## config.mk

```make
export PLATFORM = sky130hd
export DESIGN_NAME = vga_text_renderer
export DESIGN_NICKNAME = d
export VERILOG_FILES = /design/src/rtl/vga_text_pkg.sv /design/src/rtl/vga_timing_gen.sv /design/src/rtl/vga_text_renderer.sv
export SDC_FILE = /design/constraint.sdc
export NUM_CORES = 1
export LEC_CHECK = 0
export CAP_MARGIN = 5
export CORE_MARGIN = 2
export CORE_UTILIZATION = 25
export DETAILED_ROUTE_END_ITERATION = 8
export PLACE_DENSITY = 0.47
export RECOVER_POWER = 50
export SYNTH_ARGS = -nofsm -noshare
export SYNTH_HDL_FRONTEND = slang
export SYNTH_SLANG_ARGS = --single-unit
```

## constraint.sdc

```tcl
create_clock -name ext_clk -period 2.6 [get_ports ext_clk]
set_input_delay 0.65 -clock ext_clk [delete_from_list [all_inputs] [get_ports ext_clk]]
set_output_delay 0.65 -clock ext_clk [all_outputs]
set_load 0.02 [all_outputs]
```

## src/rtl/vga_text_pkg.sv

```systemverilog
// Shared constants and helpers for the text-mode VGA renderer:
// timing defaults, memory map, text-word layout and the glyph address helper.
package vga_text_pkg;

   // 640x480@60 timing, in pixels and lines
   localparam int H_VIS = 640;
   localparam int H_FP  = 16;
   localparam int H_SW  = 96;
   localparam int H_BP  = 48;
   localparam int V_VIS = 480;
   localparam int V_FP  = 10;
   localparam int V_SW  = 2;
   localparam int V_BP  = 33;

   // Memory map
   localparam logic [14:0] GLYPH_BASE  = 15'h2000;
   localparam int          TEXT_STRIDE = 128;
   localparam int          ADDR_W      = 15;
   localparam int          DATA_W      = 16;

   // Text word: [7:0] char code, [15:8] foreground RGB332
   localparam int CHAR_LSB = 0;
   localparam int ATTR_LSB = 8;
   localparam int RGB_W    = 8;

   typedef struct packed {
      logic [RGB_W-1:0] attr;
      logic [7:0]       code;
   } text_word_t;

   // 8x8 glyphs stored as four 16-bit words; each word holds two pixel rows
   function automatic logic [ADDR_W-1:0] glyph_addr(input logic [7:0] code,
                                                    input logic [1:0] row_pair);
      return GLYPH_BASE + {5'd0, code, row_pair};
   endfunction

endpackage

```

## src/rtl/vga_timing_gen.sv

```systemverilog
// Scan timing for the text renderer: pixel phase, h/v counters, registered
// active-low syncs and the frame_start pulse. Counter state is exported so the
// top level can register its colour output from the very same state.
module vga_timing_gen #(
   parameter int H_VIS = vga_text_pkg::H_VIS,
   parameter int H_FP  = vga_text_pkg::H_FP,
   parameter int H_SW  = vga_text_pkg::H_SW,
   parameter int H_BP  = vga_text_pkg::H_BP,
   parameter int V_VIS = vga_text_pkg::V_VIS,
   parameter int V_FP  = vga_text_pkg::V_FP,
   parameter int V_SW  = vga_text_pkg::V_SW,
   parameter int V_BP  = vga_text_pkg::V_BP
) (
   input  logic       clk,
   input  logic       reset,
   input  logic       enable,
   output logic       p,
   output logic [9:0] h,
   output logic [9:0] v,
   output logic       visible,
   output logic       hsync,
   output logic       vsync,
   output logic       frame_start
);

   localparam int H_TOTAL = H_VIS + H_FP + H_SW + H_BP;
   localparam int V_TOTAL = V_VIS + V_FP + V_SW + V_BP;
   localparam logic [9:0] H_LAST   = 10'(H_TOTAL - 1);
   localparam logic [9:0] V_LAST   = 10'(V_TOTAL - 1);
   localparam logic [9:0] H_VIS_L  = 10'(H_VIS);
   localparam logic [9:0] V_VIS_L  = 10'(V_VIS);
   localparam logic [9:0] HS_FIRST = 10'(H_VIS + H_FP);
   localparam logic [9:0] HS_LAST  = 10'(H_VIS + H_FP + H_SW - 1);
   localparam logic [9:0] VS_FIRST = 10'(V_VIS + V_FP);
   localparam logic [9:0] VS_LAST  = 10'(V_VIS + V_FP + V_SW - 1);

   logic frame_tick;

   assign visible    = (h < H_VIS_L) && (v < V_VIS_L);
   assign frame_tick = (h == 10'd0) && (v == 10'd0) && !p;

   // Pixel phase toggles every clock; h/v advance on the second clock of a pixel
   always_ff @(posedge clk or negedge reset) begin
      if (!reset) begin
         p <= 1'b0;
         h <= 10'd0;
         v <= 10'd0;
      end else if (!enable) begin
         p <= 1'b0;
         h <= 10'd0;
         v <= 10'd0;
      end else begin
         p <= ~p;
         if (p) begin
            if (h == H_LAST) begin
               h <= 10'd0;
               v <= (v == V_LAST) ? 10'd0 : v + 10'd1;
            end else begin
               h <= h + 10'd1;
            end
         end
      end
   end

   // Syncs and frame pulse registered from the current counter state
   always_ff @(posedge clk or negedge reset) begin
      if (!reset) begin
         hsync       <= 1'b1;
         vsync       <= 1'b1;
         frame_start <= 1'b0;
      end else if (!enable) begin
         hsync       <= 1'b1;
         vsync       <= 1'b1;
         frame_start <= 1'b0;
      end else begin
         hsync       <= !((h >= HS_FIRST) && (h <= HS_LAST));
         vsync       <= !((v >= VS_FIRST) && (v <= VS_LAST));
         frame_start <= frame_tick;
      end
   end

endmodule

```

## src/rtl/vga_text_renderer.sv

```systemverilog
// Text-mode VGA scan-out: 80x60 cells of 8x8 glyphs at 640x480@60 from a
// 50 MHz clock. Each cell is fetched in the 16-clock window before it is shown
// (text word, then glyph row) and serialised MSB-first to RGB332.
// Optional blinking cursor: define VGA_TEXT_CURSOR_EN.
module vga_text_renderer #(
   parameter int H_VIS = vga_text_pkg::H_VIS,
   parameter int H_FP  = vga_text_pkg::H_FP,
   parameter int H_SW  = vga_text_pkg::H_SW,
   parameter int H_BP  = vga_text_pkg::H_BP,
   parameter int V_VIS = vga_text_pkg::V_VIS,
   parameter int V_FP  = vga_text_pkg::V_FP,
   parameter int V_SW  = vga_text_pkg::V_SW,
   parameter int V_BP  = vga_text_pkg::V_BP
) (
   input  logic        ext_clk,
   input  logic        reset,
   input  logic        enable,
   output logic [14:0] vga_addr,
   input  logic [15:0] vga_data_in,
   output logic        hsync,
   output logic        vsync,
   output logic [7:0]  rgb,
   output logic        frame_start
`ifdef VGA_TEXT_CURSOR_EN
   ,
   input  logic [6:0]  cursor_col,
   input  logic [5:0]  cursor_row
`endif
);

   import vga_text_pkg::*;

   localparam int H_TOTAL = H_VIS + H_FP + H_SW + H_BP;
   localparam int V_TOTAL = V_VIS + V_FP + V_SW + V_BP;
   localparam logic [9:0] H_FETCH_END = 10'(H_VIS - 8);
   localparam logic [9:0] H_PREFETCH  = 10'(H_TOTAL - 8);
   localparam logic [9:0] V_LAST      = 10'(V_TOTAL - 1);
   localparam logic [9:0] V_VIS_L     = 10'(V_VIS);

   logic       p;
   logic [9:0] h;
   logic [9:0] v;
   logic       visible;

   vga_timing_gen #(
      .H_VIS(H_VIS), .H_FP(H_FP), .H_SW(H_SW), .H_BP(H_BP),
      .V_VIS(V_VIS), .V_FP(V_FP), .V_SW(V_SW), .V_BP(V_BP)
   ) u_timing (
      .clk        (ext_clk),
      .reset      (reset),
      .enable     (enable),
      .p          (p),
      .h          (h),
      .v          (v),
      .visible    (visible),
      .hsync      (hsync),
      .vsync      (vsync),
      .frame_start(frame_start)
   );

   logic [3:0]       sub;
   logic [9:0]       tgt_line;
   logic [6:0]       tgt_col;
   logic             fetch_on;
   logic [14:0]      text_addr;
   text_word_t       word;
   logic [7:0]       code;
   logic [RGB_W-1:0] attr;
   logic [15:0]      glyph;
   logic [7:0]       shift;
   logic [RGB_W-1:0] fg;
   logic             pix_bit;

   assign sub       = {h[2:0], p};
   assign word      = vga_data_in;
   assign text_addr = 15'(tgt_line[9:3]) * 15'(TEXT_STRIDE) + 15'(tgt_col);

   // Which cell the current 16-clock window prefetches, and whether it is shown at all
   always_comb begin
      tgt_line = v;
      tgt_col  = h[9:3] + 7'd1;
      fetch_on = 1'b0;
      if (h < H_FETCH_END) begin
         fetch_on = (v < V_VIS_L);
      end else if (h >= H_PREFETCH) begin
         tgt_col  = 7'd0;
         tgt_line = (v == V_LAST) ? 10'd0 : v + 10'd1;
         fetch_on = (tgt_line < V_VIS_L);
      end
   end

   // Fetch sequencer and pixel shifter; hand-off happens on the cell boundary
   always_ff @(posedge ext_clk or negedge reset) begin
      if (!reset) begin
         vga_addr <= 15'd0;
         code     <= 8'd0;
         attr     <= '0;
         glyph    <= 16'd0;
         shift    <= 8'd0;
         fg       <= '0;
      end else if (!enable) begin
         vga_addr <= 15'd0;
         code     <= 8'd0;
         attr     <= '0;
         glyph    <= 16'd0;
         shift    <= 8'd0;
         fg       <= '0;
      end else begin
         if (fetch_on) begin
            case (sub)
               4'd0: vga_addr <= text_addr;
               4'd2: begin
                  code <= word.code;
                  attr <= word.attr;
               end
               4'd3: vga_addr <= glyph_addr(code, tgt_line[2:1]);
               4'd5: glyph <= vga_data_in;
               default: ;
            endcase
         end
         if (p) begin
            if ((sub == 4'd15) && fetch_on) begin
               shift <= tgt_line[0] ? glyph[7:0] : glyph[15:8];
               fg    <= attr;
            end else begin
               shift <= {shift[6:0], 1'b0};
            end
         end
      end
   end

`ifdef VGA_TEXT_CURSOR_EN
   logic       frame_tick;
   logic [4:0] frame_cnt;
   logic [6:0] cur_col;
   logic [5:0] cur_row;

   assign frame_tick = (h == 10'd0) && (v == 10'd0) && !p;

   // Blink counter and cursor position, both refreshed once per frame
   always_ff @(posedge ext_clk or negedge reset) begin
      if (!reset) begin
         frame_cnt <= 5'd0;
         cur_col   <= 7'd0;
         cur_row   <= 6'd0;
      end else if (!enable) begin
         frame_cnt <= 5'd0;
         cur_col   <= 7'd0;
         cur_row   <= 6'd0;
      end else if (frame_tick) begin
         frame_cnt <= frame_cnt + 5'd1;
         cur_col   <= cursor_col;
         cur_row   <= cursor_row;
      end
   end

   assign pix_bit = shift[7] ^ (frame_cnt[4] && (h[9:3] == cur_col) && (v[8:3] == cur_row));
`else
   assign pix_bit = shift[7];
`endif

   // Colour output, registered from the same state as the syncs
   always_ff @(posedge ext_clk or negedge reset) begin
      if (!reset) begin
         rgb <= 8'd0;
      end else if (!enable) begin
         rgb <= 8'd0;
      end else begin
         rgb <= (visible && pix_bit) ? fg : 8'd0;
      end
   end

endmodule

```

==> results of run 1 <==
-- flip-flops by register name, indices dropped and copies added (netlist names) --
signal and cells:
glyph 16, vga_addr 14, u_timing.h 10, u_timing.v 10
attr 8, code 8, fg 8, rgb 8
shift 8, u_timing.frame_start 1, u_timing.hsync 1, u_timing.p 1
u_timing.vsync 1
-- final timing paths --
| kind | to | slack (ps) | depth (start not counted) |
|---|---|---|---|
| max | vga_addr[13]$_DFFE_PN0P_ | 180 | 10 |
| min reg2reg | rgb[6]$_DFF_PN0_ | 490 | 1 |
| max in group asynchronous | u_timing.h[4]$_DFFE_PN0N_ | 490 | 2 |
| max reg2reg | vga_addr[13]$_DFFE_PN0P_ | 180 | 10 |
| min in group asynchronous | attr[2]$_DFFE_PN0P_ | 540 | 1 |
| min | rgb[6]$_DFF_PN0_ | 490 | 1 |
-- repair_timing --
item / in CTS / in global routing
resized for setup: 0 / 3
setup buffers: 0 / 1
setup endpoints to repair: 0 / 10
hold buffers: 0 / 0
-- power groups by stage --
| stage | clock network (uW) | registers, uW | logic (uW) |
|---|---|---|---|
| 4_1_cts | 1320 | 1550 | 364 |
| 2_1_floorplan | 0 | 1580 | 195 |
| 3_3_place_gp | 0 | 1580 | 357 |
| 6_report | 1280 | 1550 | 351 |
| 3_5_place_dp | 0 | 1580 | 364 |
| 5_1_grt | 1380 | 1560 | 388 |
-- Yosys cell counts (10+ instances only) --
library cell,number
nand2_1,56
nand3_1,44
nor3_1,14
and2_1,10
dfrtp_1,92
mux2i_1,21
buf_2,10
clkbuf_1,21
nor2_1,43
xor2_1,11
nand4_1,14
o21ai_0,42
a21oi_1,16
-- layout make-up --
cell class,count,area share
clock buffer,10,0.04062
clock inverter,5,0.007231
timing repair buffer,72,0.1138
multi-input combinational,350,0.3769
inverter,9,0.005742
tap,260,0.05530
sequential,94,0.4005
-- routing by layer --
metal	global-route usage	vias to the layer above	wire, um
li1	-	1836	-
met1	0.1743	1840	6177
met2	0.2133	73	6044
met3	0.03655	7	408
met4	0.02345	0	95
met5	0	-	0
-- logic make-up after synthesis --
group,after synthesis,synth area share
compound gates,98,0.1497
xor+xnor,19,0.03445
fa+ha+maj,6,0.01554
buf+inv,52,0.05543
flops,94,0.4874
mux,22,0.04584
other cells,1,0.0007763
simple gates,204,0.2108
-- through the flow --
stage,cells,worst slack [ps]
global route,800,9.370
finish,800,180.9
global placement,784,178.5
CTS,799,121.7
floorplan,496,242.8
detailed placement,784,136.8
==> metrics.txt, run 1 <==
clk_lat worst skew=roughly 350 ps; final antenna-violating net count=0; CTS tree=done; synth top area cells=dfrtp_1 (48%), nand3_1 (4.6%), mux2i_1 (4.4%); syn_area_per_cell=9.740 um^2; Inserted Clock Buffers=9; Ports=45; status=complete, no violations; max-slew violations=0; layout cells sized above 1=0.1315; Final #Nets=561; largest net degree at the start of global routing=48; clock sink count=94; Net Sw Frac=0.2707; HPWL Detailed=8.975 mm; final hold violation count=0; Tot Pwr=approximately 3200 uW; Die Span X=143.0 um; Post-Route WL=12.73 mm; WL/cell=15.91 um; Reg clk slew, reported paths=~70 ps; HP Start=fg[6]$_DFFE_PN0P_; maximum VDD drop=325.9 uV; Synth cell types=58; Max Clk Rate=413.4 MHz; PortBufs=43; die area=20,450 um^2; DR DRC count=0; crit path kind=flop to flop; area of the mapped netlist=between 4000 and 5000 um^2; fin crit period=between 2000 and 2500 ps; cell leakage power=0.002460 uW; Slew HR=0.1950; delay-heaviest family, CP=compound AO/OA/AOI/OAI gates; n_diodes=0; CP startpoint=u_timing.v[0]$_DFFE_PN0P_; vias per std cell=4.695; Crit. End Element=flop; type of origin of the critical path=flop; Post-Route Utilization=0.3124; combinational power share=0.110; Worst Hold Class=flop to flop; Fin Setup TNS=0 ps; EDFF count, synth=0; switching pwr=861.2 uW; Post-synth ARST share=1.000; FF+latch count, synth=94; MaxCap Viol Count=0; final RePlAce weighted congestion=0.8113; Clock Path Buffers=2; first-pass GRT wire length=20.70 mm; Initial Utilization=0.2565; FP Rows=50; placed inst area=5618 um^2; Internal=2320 uW; Hold Slack=485.4 ps; CTS H-tree depth=3; skew final=10.07 ps; vias in the first global route=about 3,800; gr ovfl total=0; global-route usage over all layers=0.1305; crit-path cells=inv_1 > ha_1 > nor4b_4 > a31o_2 > mux2i_1 > a311oi_4 > o211a_1 > buf_4 > nor2_1 > a311oi_2; worst slew pin tran=1207 ps; sequential area share after synthesis=0.4874; clock share of power=0.402; Layout area overhead=21.78%; Crit Path Max Fanout=17; Mapped Cells=~500; syn nets=between 500 and 600; biggest cell delay along the critical path=around 400 ps; pwr dens=between 500 and 600 nW/um^2; clock root buffer=clkbuf_16; Vias=3,756; flip-flop and latch area=2356 um^2; final instance area=5883 um^2; Worst EP arrival=roughly 2700 ps; die height=143.0 um; RSZ-0062 raised after global routing=false; Fill cells=between 1,500 and 2,000; Setup violations, final=0; initial detailed-routing violation count=229; multi-input logic area=2217 um^2; Synth Flop Type=dfrtp_1; final worst-path cycle share=0.9304; launching point of the worst reg2reg path=u_timing.v[0]$_DFFE_PN0P_; Reg power frac=0.487; CORE AREA=18,830 um^2; DR pass1 iterations=4; antenna violations before repair=0; CP Data Required Time=2860 ps; YS warnings=0; Synth area leader=dfrtp_1; post-synth top area share=0.4766; slowest stage cell, crit path=dfrtp_1; CP bufs+invs=2; commonest non-fill, non-tap cell in the layout=dfrtp_1; most frequent cells in the layout=dfrtp_1 (91), nand2_1 (56), nand3_1 (44), nor2_1 (43), o21ai_0 (42)
No activity file was read; power rests on OpenSTA's default activity.
==> run 2, diff against run 1 <==
Settings changed: SETUP_SLACK_MARGIN set to 0.1.
==> run 2 against run 1 <==
Against the previous run:
- combinational power increased by 3%
- via count up 1.6%
- first-iteration DRC count grew 0.87%
- setup slack worse by 11 ps
- critical path depth stayed put
- fmax decreased by 0.47%
- utilization rose by 0.086 points
- register-to-register slack about the same
- design area grew 0.28%
- count of clock-buffer cells in the layout is the same
- clock power about the same
- sequential power is essentially flat
==> metrics.txt, run 2 (synthesized netlist as in run 1, its figures left out) <==
clock sink count=94; status=complete, no violations; Worst EP arrival=2650 ps; Reg clk slew, reported paths=70 ps; Hold Buf Count CTS=0; MaxCap Viol Count=0; Inserted Clock Buffers=9; cell leakage power=0.002466 uW; crit path kind=flop to flop; final worst-path cycle share=0.9348; HP Start=fg[6]$_DFFE_PN0P_; skew final=7.897 ps; WL/cell=~16 um; die area=20,450 um^2; first-pass GRT wire length=20.70 mm; FP Rows=50; pwr dens=~540 nW/um^2; n_diodes=0; initial detailed-routing violation count=231; CP Data Required Time=2820 ps; Max Clk Rate=411.5 MHz; Place WS=around 140 ps; Vias=3,817; Worst Hold Class=flop to flop; worst hold path depth=1; clock root buffer=clkbuf_16; most flop-heavy register=glyph; RSZ-0062 raised after global routing=true; type of origin of the critical path=flop; setup ws final=169.6 ps; largest net degree at the start of global routing=48; number of flip-flops in the largest register=16; vias per std cell=4.765; CP startpoint=u_timing.v[0]$_DFFE_PN0P_; Die Span X=143.0 um; CTS tree=done; Post-Route WL=12.80 mm; Layout area overhead=22.12%; CORE AREA=18,830 um^2; Fin Setup TNS=0 ps; max-slew violations=0; HPWL Detailed=roughly 9 mm; worst slew pin tran=1212 ps; most frequent cells in the layout=dfrtp_1 (90), nand2_1 (56), nand3_1 (44), nor2_1 (43), o21ai_0 (42); Initial Utilization=0.2565; Crit Path Max Fanout=17; Tot Pwr=3188 uW; Slew HR=0.1921; antenna violations before repair=0; clk_lat worst skew=350 ps; final antenna-violating net count=0; Ports=45; DR pass1 iterations=5; launching point of the worst reg2reg path=u_timing.v[0]$_DFFE_PN0P_; maximum VDD drop=325.8 uV; global-route usage over all layers=0.1305; Crit. End Element=flop; CTS H-tree depth=3; die height=between 100 and 150 um; fin crit period=between 2000 and 2500 ps; PortBufs=43; vias in the first global route=between 3,000 and 4,000; DR DRC count=0; Final #Nets=about 560; final hold violation count=0; gr ovfl total=0; Clock Path Buffers=2; layout cells sized above 1=0.1349; Regs by FF count=glyph: 16 flops, vga_addr: 14 flops; Setup violations, final=0; reg2reg path depth=10; final RePlAce weighted congestion=roughly 0.81; commonest non-fill, non-tap cell in the layout=dfrtp_1
==> run 2: layout make-up <==
cell class / instances / area (um^2)
flip-flops and latches: 94 / 2357
inverters: 9 / 33.78
well taps: 260 / 325.3
multi-input cells: 350 / 2217
clock inverters: 5 / 42.54
clock buffers: 10 / 239.0
fillers: 1978 / 12930
repair buffers: 73 / 684.4
==> run 2: power by group <==
part | total [uW] | internal [uW] | leakage, uW | switching (uW)
clock | 1280 | 680 | 0.000136 | 597
combinational | 362 | 141 | 0.00104 | 220
sequential | 1550 | 1510 | 0.00129 | 43.0
total | 3190 | 2330 | 0.00247 | 860
==> run 2: worst max-delay path: stages, from the launching register on <==
cell      delay, ps
dfrtp_1         400
inv_1           100
ha_1            160
nor4b_4         270
a31o_2          200
mux2i_1         120
a311oi_4        360
o211a_1         240
buf_6           190
mux2i_1         200
nor2_1           50
==> run 2: through the flow <==
stage                 util  area [um^2]  hold WS [ps]  std cells
finish              0.3133         5899         485.3        801
global route        0.3133         5899         502.6        801
CTS                 0.3133         5899         337.7        799
detailed placement  0.2983         5618         466.2        784
global placement    0.2983         5618         468.2        784
floorplan                -         4831         354.4        496
==> run 2: timing repair <==
item | in CTS | in global routing
endpoints found under the setup margin | 0 | 45
buffers inserted | 0 | 2
gates resized for setup | 0 | 6
hold endpoints to repair | 0 | 0
==> run 2: per-layer routing <==
layer,wire [um],vias to the layer above,part of all wire,track usage
li1,-,1833,-,-
met1,6112,1870,0.48,0.1743
met2,6069,105,0.47,0.2133
met3,534,9,0.042,0.03655
met4,80,0,0.0063,0.02345
met5,0,-,0,0
==> run 2: final timing paths <==
| check | end | slack [ps] |
|---|---|---|
| max | vga_addr[9]$_DFFE_PN0P_ | 170 |
| min | rgb[6]$_DFF_PN0_ | 490 |
| max reg2reg | vga_addr[9]$_DFFE_PN0P_ | 170 |
| min reg2reg | rgb[6]$_DFF_PN0_ | 490 |
| max in group asynchronous | u_timing.h[4]$_DFFE_PN0N_ | 490 |
| min in group asynchronous | fg[2]$_DFFE_PN0P_ | 540 |
==> run 3, diff against run 2 <==
Settings changed: CORE_MARGIN 2 to not set.
==> run 3 against run 2 <==
Against the previous run:
- global-route usage up 0.073 points
- setup slack better by 20 ps
- register-to-register slack improved by 20 ps
- critical path type unchanged
- worst hold slack worse by 5.2 ps
==> metrics.txt, run 3 (synthesized netlist as in run 1, its figures left out) <==
Crit Reg-Reg Endpoint=shift[1]$_DFFE_PN0N_; commonest non-fill, non-tap cell in the layout=dfrtp_1; first-pass GRT wire length=20.28 mm; clk_lat worst skew=approximately 350 ps; most flop-heavy register=glyph; global-route usage over all layers=0.1312; Die Span X=141.0 um; Vias=3,808; final hold violation count=0; Clock Path Buffers=2; antenna violations before repair=0; Worst Hold Class=flop to flop; number of flip-flops in the largest register=16; CTS tree=done; cell leakage power=0.002515 uW; maximum VDD drop=337.7 uV; Layout area overhead=24.97%; Inserted Clock Buffers=9; Reg clk slew, reported paths=roughly 70 ps; Post-Route WL=12.57 mm; WL/cell=15.61 um; hold path endpoint=rgb[6]$_DFF_PN0_; Hold Buf Count CTS=0; Setup violations, final=0; Hold Slack=480.1 ps; DR pass1 iterations=4; MaxCap Viol Count=0; max-slew violations=0; Final #Nets=about 570; vias in the first global route=roughly 3,700; vias per std cell=4.730; type of origin of the critical path=flop; DR DRC count=0; Crit Path Max Fanout=23; reg2reg path depth=10; fin crit period=roughly 2400 ps; clock root buffer=clkbuf_16; n_diodes=0; die height=~140 um; biggest cell delay along the critical path=410 ps; initial detailed-routing violation count=205; gr ovfl total=0; CP Data Required Time=~2800 ps; multi-input logic area=2287 um^2; worst hold path depth=1; largest net degree at the start of global routing=95; CTS H-tree depth=3; pwr dens=552.3 nW/um^2; Fill cells=1,933; final antenna-violating net count=0; Initial Utilization=0.2565; status=complete, no violations; Slew HR=0.1133; skew final=between 8 and 9 ps; PortBufs=43; CORE AREA=approximately 19,000 um^2; Crit. End Element=flop; FP Rows=50; Ports=45; Fin Setup TNS=0 ps; flip-flop and latch area=2355 um^2; slowest stage cell, crit path=dfrtp_1; HPWL Detailed=8.506 mm; die area=19,880 um^2; final RePlAce weighted congestion=between 0.8 and 0.9; crit-path cells=inv_2 > ha_1 > nor4b_4 > a31o_2 > mux2i_2 > a311oi_4 > buf_4 > o21ai_2 > buf_12 > o311ai_1; RSZ-0062 raised after global routing=true; crit path kind=flop to flop; Worst EP arrival=~2700 ps; R2R Setup Slk=190 ps; layout cells sized above 1=0.1578; most frequent cells in the layout=dfrtp_1 (92), nand2_1 (56), nand3_1 (43), o21ai_0 (42), nor2_1 (42); HP Start=fg[6]$_DFFE_PN0P_; Post-Route Utilization=0.3206; Max Clk Rate=414.8 MHz; final worst-path cycle share=0.9272; clock sink count=94; launching point of the worst reg2reg path=u_timing.v[0]$_DFFE_PN0P_; worst slew pin tran=between 1000 and 1500 ps; Regs by FF count=glyph: 16 flops, vga_addr: 14 flops
-- run 3: area by class of cell --
type,count,area share
clock buffer,10,0.03959
clock inverter,6,0.01244
inverter,9,0.005596
multi-input combinational,350,0.3789
sequential,94,0.3901
tap,260,0.05389
timing repair buffer,76,0.1196
-- run 3: layer usage --
metal	vias up	global-route usage	part of all wire
met4	0	0.02918	0.0038
met2	81	0.2137	0.48
met1	1884	0.1781	0.48
li1	1838	-	-
met5	-	0	0
met3	5	0.02819	0.033
-- run 3: how the worst max path moves through the flow --
| stage | startpoint | to | slack, ps |
|---|---|---|---|
| 2_1_floorplan | u_timing.v[0]$_DFFE_PN0P_ | vga_addr[3]$_DFFE_PN0P_ | 240 |
| 3_3_place_gp | u_timing.v[7]$_DFFE_PN0P_ | fg[2]$_DFFE_PN0P_ | 150 |
| 3_5_place_dp | u_timing.v[7]$_DFFE_PN0P_ | fg[1]$_DFFE_PN0P_ | 100 |
| 4_1_cts | u_timing.v[0]$_DFFE_PN0P_ | vga_addr[13]$_DFFE_PN0P_ | 100 |
| 5_1_grt | u_timing.v[0]$_DFFE_PN0P_ | vga_addr[7]$_DFFE_PN0P_ | 60 |
| 6_report | u_timing.v[0]$_DFFE_PN0P_ | shift[1]$_DFFE_PN0N_ | 190 |
-- run 3: power by group --
group	switching (uW)	internal, uW	total [uW]
clock	617	788	1400
combinational	225	158	383
sequential	40.3	1510	1550
total	882	2450	3330
-- run 3: through the flow --
| step | setup slack, ps | cells | total power, uW | instance area, um^2 |
|---|---|---|---|---|
| 2_1_floorplan | 242.8 | 496 | 1779 | 4831 |
| 3_3_place_gp | 153.7 | 782 | 1936 | 5603 |
| 3_5_place_dp | 101.4 | 782 | 1939 | 5603 |
| 4_1_cts | 101.7 | 798 | 3355 | 5923 |
| 5_1_grt | 57.33 | 805 | 3478 | 6037 |
| 6_report | 189.3 | 805 | 3334 | 6037 |
-- run 3: what timing repair did --
action                                  in CTS  in global routing
endpoints found under the hold margin        0                  0
pin swaps                                    0                  2
gates resized for setup                      1                 15
endpoints found under the setup margin       2                 46
gates cloned                                 0                  0
buffers inserted                             0                  7
-- run 3: worst max-delay path: cells and delay by family (launching register included) --
kind	cells	cell delay, ps
multiplexers	1	100
flip-flops	1	410
buffers and inverters	3	450
adder cells (fa/ha/maj)	1	150
AO/OA/AOI/OAI	4	900
AND/OR/NAND/NOR	1	290
